--- config.mk ---
export PLATFORM = sky130hd
export DESIGN_NAME = wb_regfile_flat
export DESIGN_NICKNAME = d
export VERILOG_FILES = /design/src/rtl/wb_regfile_if.sv /design/src/rtl/wb_regfile.sv /design/src/flat_wrapper.sv
export SDC_FILE = /design/constraint.sdc
export NUM_CORES = 2
export LEC_CHECK = 0
export ABC_AREA = 0
export CORE_UTILIZATION = 35
export CTS_BUF_LIST = sky130_fd_sc_hd__clkbuf_4
export DETAILED_ROUTE_END_ITERATION = 12
export PLACE_DENSITY = 0.48
export SYNTH_ARGS = -nofsm -noshare
export SYNTH_HDL_FRONTEND = slang
export SYNTH_SLANG_ARGS = --single-unit
--- constraint.sdc ---
create_clock -name clk -period 2.9 [get_ports clk]
set_clock_uncertainty 0.2 [all_clocks]
set_input_delay 0.58 -clock clk [delete_from_list [all_inputs] [get_ports clk]]
set_output_delay 0.58 -clock clk [all_outputs]
set_load 0.01 [all_outputs]
--- src/rtl/wb_regfile_if.sv ---
// MEM/WB-to-register-file bus: write-back controls and data, decode read ports,
// selected write-back value and the retired-write counter.
interface wb_regfile_if #(
  parameter int DATA_WIDTH = 32,
  parameter int ADDR_WIDTH = 5
);
  logic                  ctrl_regWrite_mem_wb;
  logic                  ctrl_memToReg_mem_wb;
  logic [DATA_WIDTH-1:0] read_data_from_mem_mem_wb;
  logic [DATA_WIDTH-1:0] alu_result_mem_wb;
  logic [ADDR_WIDTH-1:0] write_register_mem_wb;
  logic [ADDR_WIDTH-1:0] read_register_1;
  logic [ADDR_WIDTH-1:0] read_register_2;
  logic [DATA_WIDTH-1:0] read_data_1;
  logic [DATA_WIDTH-1:0] read_data_2;
  logic [DATA_WIDTH-1:0] write_data_wb;
  logic [31:0]           wb_commit_count;

  modport master (
    output ctrl_regWrite_mem_wb,
    output ctrl_memToReg_mem_wb,
    output read_data_from_mem_mem_wb,
    output alu_result_mem_wb,
    output write_register_mem_wb,
    output read_register_1,
    output read_register_2,
    input  read_data_1,
    input  read_data_2,
    input  write_data_wb,
    input  wb_commit_count
  );

  modport slave (
    input  ctrl_regWrite_mem_wb,
    input  ctrl_memToReg_mem_wb,
    input  read_data_from_mem_mem_wb,
    input  alu_result_mem_wb,
    input  write_register_mem_wb,
    input  read_register_1,
    input  read_register_2,
    output read_data_1,
    output read_data_2,
    output write_data_wb,
    output wb_commit_count
  );
endinterface

--- src/rtl/wb_regfile.sv ---
// Write-back stage register file: selects the write-back value, commits it into
// 32 GPRs ($zero hardwired) and serves two bypassed combinational read ports.
module wb_regfile #(
  parameter int DATA_WIDTH = 32,
  parameter int ADDR_WIDTH = 5
) (
  input  logic        clk,
  input  logic        reset,
  wb_regfile_if.slave bus
);
  localparam int NREGS = 2 ** ADDR_WIDTH;

  logic [DATA_WIDTH-1:0] regs [NREGS];
  logic [31:0]           commit_count;
  logic [DATA_WIDTH-1:0] wb_data;
  logic                  commit;
  logic                  bypass_1;
  logic                  bypass_2;
  logic [DATA_WIDTH-1:0] rd_1;
  logic [DATA_WIDTH-1:0] rd_2;

  assign wb_data = bus.ctrl_memToReg_mem_wb ? bus.read_data_from_mem_mem_wb
                                            : bus.alu_result_mem_wb;
  assign commit  = bus.ctrl_regWrite_mem_wb && (bus.write_register_mem_wb != '0);

  always_ff @(posedge clk or negedge reset) begin
    if (!reset) begin
      for (int i = 0; i < NREGS; i++) regs[i] <= '0;
      commit_count <= '0;
    end else if (commit) begin
      regs[bus.write_register_mem_wb] <= wb_data;
      commit_count                    <= commit_count + 32'd1;
    end
  end

  // Bypass lets decode see the value being written back in this same cycle.
  assign bypass_1 = bus.ctrl_regWrite_mem_wb &&
                    (bus.write_register_mem_wb == bus.read_register_1);
  assign bypass_2 = bus.ctrl_regWrite_mem_wb &&
                    (bus.write_register_mem_wb == bus.read_register_2);

  always_comb begin
    rd_1 = regs[bus.read_register_1];
    if (!reset || (bus.read_register_1 == '0)) rd_1 = '0;
    else if (bypass_1)                         rd_1 = wb_data;
  end

  always_comb begin
    rd_2 = regs[bus.read_register_2];
    if (!reset || (bus.read_register_2 == '0)) rd_2 = '0;
    else if (bypass_2)                         rd_2 = wb_data;
  end

  assign bus.read_data_1     = rd_1;
  assign bus.read_data_2     = rd_2;
  assign bus.write_data_wb   = wb_data;
  assign bus.wb_commit_count = commit_count;
endmodule
--- src/flat_wrapper.sv ---
// flat-port wrapper written by rule: the top's interface ports become plain ports
module wb_regfile_flat 
#(
  parameter int DATA_WIDTH = 32,
  parameter int ADDR_WIDTH = 5
)
  (clk, reset, bus_ctrl_regWrite_mem_wb, bus_ctrl_memToReg_mem_wb, bus_read_data_from_mem_mem_wb, bus_alu_result_mem_wb, bus_write_register_mem_wb, bus_read_register_1, bus_read_register_2, bus_read_data_1, bus_read_data_2, bus_write_data_wb, bus_wb_commit_count);
  wb_regfile_if #(.DATA_WIDTH(DATA_WIDTH), .ADDR_WIDTH(ADDR_WIDTH)) bus_i ();
  input  logic clk;
  input  logic reset;
  input wire logic [$bits(bus_i.ctrl_regWrite_mem_wb)-1:0] bus_ctrl_regWrite_mem_wb;
  input wire logic [$bits(bus_i.ctrl_memToReg_mem_wb)-1:0] bus_ctrl_memToReg_mem_wb;
  input wire logic [$bits(bus_i.read_data_from_mem_mem_wb)-1:0] bus_read_data_from_mem_mem_wb;
  input wire logic [$bits(bus_i.alu_result_mem_wb)-1:0] bus_alu_result_mem_wb;
  input wire logic [$bits(bus_i.write_register_mem_wb)-1:0] bus_write_register_mem_wb;
  input wire logic [$bits(bus_i.read_register_1)-1:0] bus_read_register_1;
  input wire logic [$bits(bus_i.read_register_2)-1:0] bus_read_register_2;
  output wire logic [$bits(bus_i.read_data_1)-1:0] bus_read_data_1;
  output wire logic [$bits(bus_i.read_data_2)-1:0] bus_read_data_2;
  output wire logic [$bits(bus_i.write_data_wb)-1:0] bus_write_data_wb;
  output wire logic [$bits(bus_i.wb_commit_count)-1:0] bus_wb_commit_count;
  assign bus_i.ctrl_regWrite_mem_wb = bus_ctrl_regWrite_mem_wb;
  assign bus_i.ctrl_memToReg_mem_wb = bus_ctrl_memToReg_mem_wb;
  assign bus_i.read_data_from_mem_mem_wb = bus_read_data_from_mem_mem_wb;
  assign bus_i.alu_result_mem_wb = bus_alu_result_mem_wb;
  assign bus_i.write_register_mem_wb = bus_write_register_mem_wb;
  assign bus_i.read_register_1 = bus_read_register_1;
  assign bus_i.read_register_2 = bus_read_register_2;
  assign bus_read_data_1 = bus_i.read_data_1;
  assign bus_read_data_2 = bus_i.read_data_2;
  assign bus_write_data_wb = bus_i.write_data_wb;
  assign bus_wb_commit_count = bus_i.wb_commit_count;
  wb_regfile #(.DATA_WIDTH(DATA_WIDTH), .ADDR_WIDTH(ADDR_WIDTH)) u_core (.clk(clk), .reset(reset), .bus(bus_i));
endmodule
==> qor.csv <==
stage,metric,value,unit
logic_synthesis,synth.largest_area_cell,dfrtp_1,
worst_setup_path,crit_path_end_kind,output pin,
worst_setup_path,slowest_stage,a2111oi_4,
final_layout,final_cells,8323,
timing,finalWorstSetupSlack,-1.07,ns
floorplanning,dieArea,160000,um^2
logic_synthesis,yosysSeqAreaShare,47.6,%
pwr,leakagePower,32.4,nW
logic_synthesis,synthTopCellsByCount,"dfrtp_1 (1056), nand2_1 (654), o21ai_0 (576)",
grt,overflow,0,
logic_synthesis,netlist_area,55500,um^2
logic_synthesis,synth_compound_area_share,15.7,%
min_path,hold_path_class,in -> reg,
logic_synthesis,yosys_warnings,0,
job,drv_cap,0,
route,vias,46500,
route,via_per_inst,5.58,
logic_synthesis,synth_mux_area_share,22.0,%
route,drt_first_pass_iters,5,
logic_synthesis,yosysMostFrequentCell,dfrtp_1,
cts,cts_buffers,323,
worst_setup_path,crit_chain,clkdlybuf4s50_1 -> xnor2_1 -> nand4_1 -> buf_4 -> o21ai_1 -> buf_4 -> nor2_2 -> a2111oi_4 -> buf_2,
grt,grt_max_degree,158,
timing,worst_slew_pin_slew,1.01,ns
logic_synthesis,ys_types,55,
worst_setup_path,critPathLaunchType,primary input,
route,drcViolationCount,0,
cts,clk-insertion-delay-late,1.25,ns
logic_synthesis,synth_fa_ha_area_share,0.0226,%
placed_design,hpwlAfterDp,148,mm
timing,period_share,137,%
placed_design,routabilityCongestion,0.882,
final_layout,drive_gt1_share,36.6,%
route,antenna_left,0,
floorplanning,num_io_pins,211,
final_layout,utilization,46.5,%
grt,grt.total_usage,27.6,%
run_status,violations,setup timing,
cts,htree_num_levels,5,
timing,final-setup-viol-count,64,
logic_synthesis,synthArstFlopShare,100,%
grt,grt_pass1_wl,323,mm
final_layout,synthToLayoutAreaGrowth,31.6,%
worst_setup_path,required,2.12,ns
logic_synthesis,synth_top_family_by_area,multiplexers,
worst_setup_path,critPathArrivalTime,3.19,ns
placed_design,placed_cell_area,67000,um^2
floorplanning,core.rowCount,145,
worst_setup_path,crit_type,in -> out,
floorplanning,die_w,400,um
logic_synthesis,synth_area_leaders,"dfrtp_1 (48%), mux4_2 (16%), mux2i_1 (5.2%)",
cts,clockBufferDepth,4,
route,drtIter0Drc,3746,
logic_synthesis,synth_nets,5190,
logic_synthesis,synth_edf_count,0,
timing,fin_crit,3.97,ns
timing,finalSetupTns,-57.22,ns
grt,antenna_found_initial,8,
cts,cts_num_sinks,1056,
worst_setup_path,cp_max_fo,7,
timing,hold_violations,0,
route,wl,220,mm
timing,maxSlewHeadroom,32.7,%
pwr,vdd_drop_max,387,uV
cts,cts_tree,built,
pwr,total_power,46.8,mW
logic_synthesis,netlist.area_leader.share,47.6,%
logic_synthesis,ys_ff_latch,1056,
route,top_layer_used,met5,
floorplanning,initial_core_util,35.4,%
final_layout,postLayoutCellArea,73000,um^2
route,wl_per_cell,26.4,um
grt,grt_pass1_vias,46700,
run_status,status,"complete, but fails checks",
placed_design,io_buffers,210,
timing,fmax,252,MHz
floorplanning,core-area,157000,um^2
logic_synthesis,synthSimpleGateAreaFrac,9.06,%
route,wl_met3,15.3,mm
pwr,power_density,641,nW/um^2
timing,rsz0062_at_grt,yes,
worst_setup_path,timing.critical_path.mode_cell,buf_4,
logic_synthesis,syn_inst,5106,
worst_setup_path,max_stage_delay,0.61,ns
cts,cts-root-buf,clkbuf_4,
route,met2_length,101,mm
logic_synthesis,synth-xor-area-share,0.688,%
cts,clk_pin_slew_worst_paths,0.06,ns
final_layout,final_nets,6151,
route,met1_length,96.1,mm
timing,drv_slew,0,
logic_synthesis,avgSynthCellArea,10.9,um^2
logic_synthesis,synth_flop_cell,dfrtp_1,
placed_design,place_inst,7715,
floorplanning,chipHeight,400,um
layout by cell type (no fill, tap or decap), types with 14 or more instances in the layout:
master / netlist / layout
a2111oi_4: 2 / 17
a211oi_2: 0 / 23
a21oi_1: 503 / 453
a21oi_2: 0 / 38
a221o_1: 43 / 43
a221oi_1: 98 / 70
a221oi_2: 0 / 28
a22oi_1: 84 / 32
a22oi_2: 0 / 52
buf_12: 0 / 179
buf_2: 111 / 54
buf_4: 42 / 725
buf_6: 32 / 49
clkbuf_4: 0 / 446
clkdlybuf4s50_1: 0 / 99
clkinv_1: 0 / 51
dfrtp_1: 1056 / 1054
dlygate4sd2_1: 0 / 33
dlygate4sd3_1: 0 / 25
inv_1: 39 / 34
mux2_2: 35 / 35
mux2i_1: 288 / 233
mux2i_2: 0 / 25
mux2i_4: 0 / 30
mux4_2: 397 / 397
nand2_1: 654 / 623
nand2_2: 2 / 15
nand2_4: 0 / 18
nand3_1: 18 / 18
nor2_1: 474 / 442
nor2_2: 10 / 14
nor2_4: 1 / 29
nor2b_1: 30 / 20
o21ai_0: 576 / 576
o21bai_1: 49 / 45
xnor2_1: 25 / 25
through the flow:
step,hold WS [ns],setup slack [ns]
global route,0.0861,-1.24
detailed placement,0.183,-1.47
CTS,0.0151,-1.21
global placement,0.177,-1.50
floorplan,0.0844,-0.0451
finish,0.138,-1.07
final timing paths:
kind,from,to,slack (ns),cells past startpoint
max,bus_write_register_mem_wb[2],bus_read_data_1[19],-1.07,9
min in group asynchronous,reset,u_core.regs[876]$_DFFE_PN0P_,0.23,4
max reg2reg,u_core.bus.wb_commit_count[0]$_DFFE_PN0P_,u_core.bus.wb_commit_count[30]$_DFFE_PN0P_,0.82,8
min,bus_ctrl_memToReg_mem_wb,u_core.regs[252]$_DFFE_PN0P_,0.14,7
max in group asynchronous,reset,u_core.regs[381]$_DFFE_PN0P_,0.30,7
min reg2reg,u_core.regs[997]$_DFFE_PN0P_,u_core.regs[997]$_DFFE_PN0P_,0.19,0
cell type report:
class                      instances  area, um^2
fill                           14700       83800
multi-input combinational       3472       28600
sequential                      1056       26400
timing repair buffer            1175       11600
clock buffer                     446        3350
tap                             2058        2570
clock inverter                    68         264
inverter                          39         151
antenna                            9        22.5
power by group:
group          internal, mW  leakage (nW)  switching, mW
Combinational          6.80          16.8           6.17
Clock                  7.00          2.20           6.79
Sequential             17.8          13.3           2.23
cells by family after synthesis:
group / after synthesis
AO/OA/AOI/OAI: 1461
AND/OR/NAND/NOR: 1249
flip-flops: 1056
multiplexers: 720
buffers and inverters: 578
XOR/XNOR: 41
adder cells (fa/ha/maj): 1
flip-flops by register name, indices dropped and copies added, names as in the netlist:
register,count
u_core.bus.wb_commit_count,32
u_core.regs,1024
critical path, delay by kind of cell:
| family | cells | cell delay [ns] |
|---|---|---|
| AO/OA/AOI/OAI | 2 | 0.75 |
| XOR/XNOR | 1 | 0.15 |
| buffers and inverters | 4 | 1.33 |
| AND/OR/NAND/NOR | 2 | 0.38 |
layer usage:
metal	vias up	track usage [%]
li1	20700	-
met1	23700	37.9
met2	1693	43.0
met3	419	5.70
met4	2	10.1
met5	-	0
repair_timing:
item / CTS / global route
endpoints found under the setup margin: 113 / 146
pin swaps: 156 / 70
hold buffers: 25 / 0
gates resized for setup: 596 / 90
hold endpoints to repair: 1027 / 0
setup buffers: 63 / 9
gates cloned: 2 / 0
No activity file was read; power rests on OpenSTA's default activity.
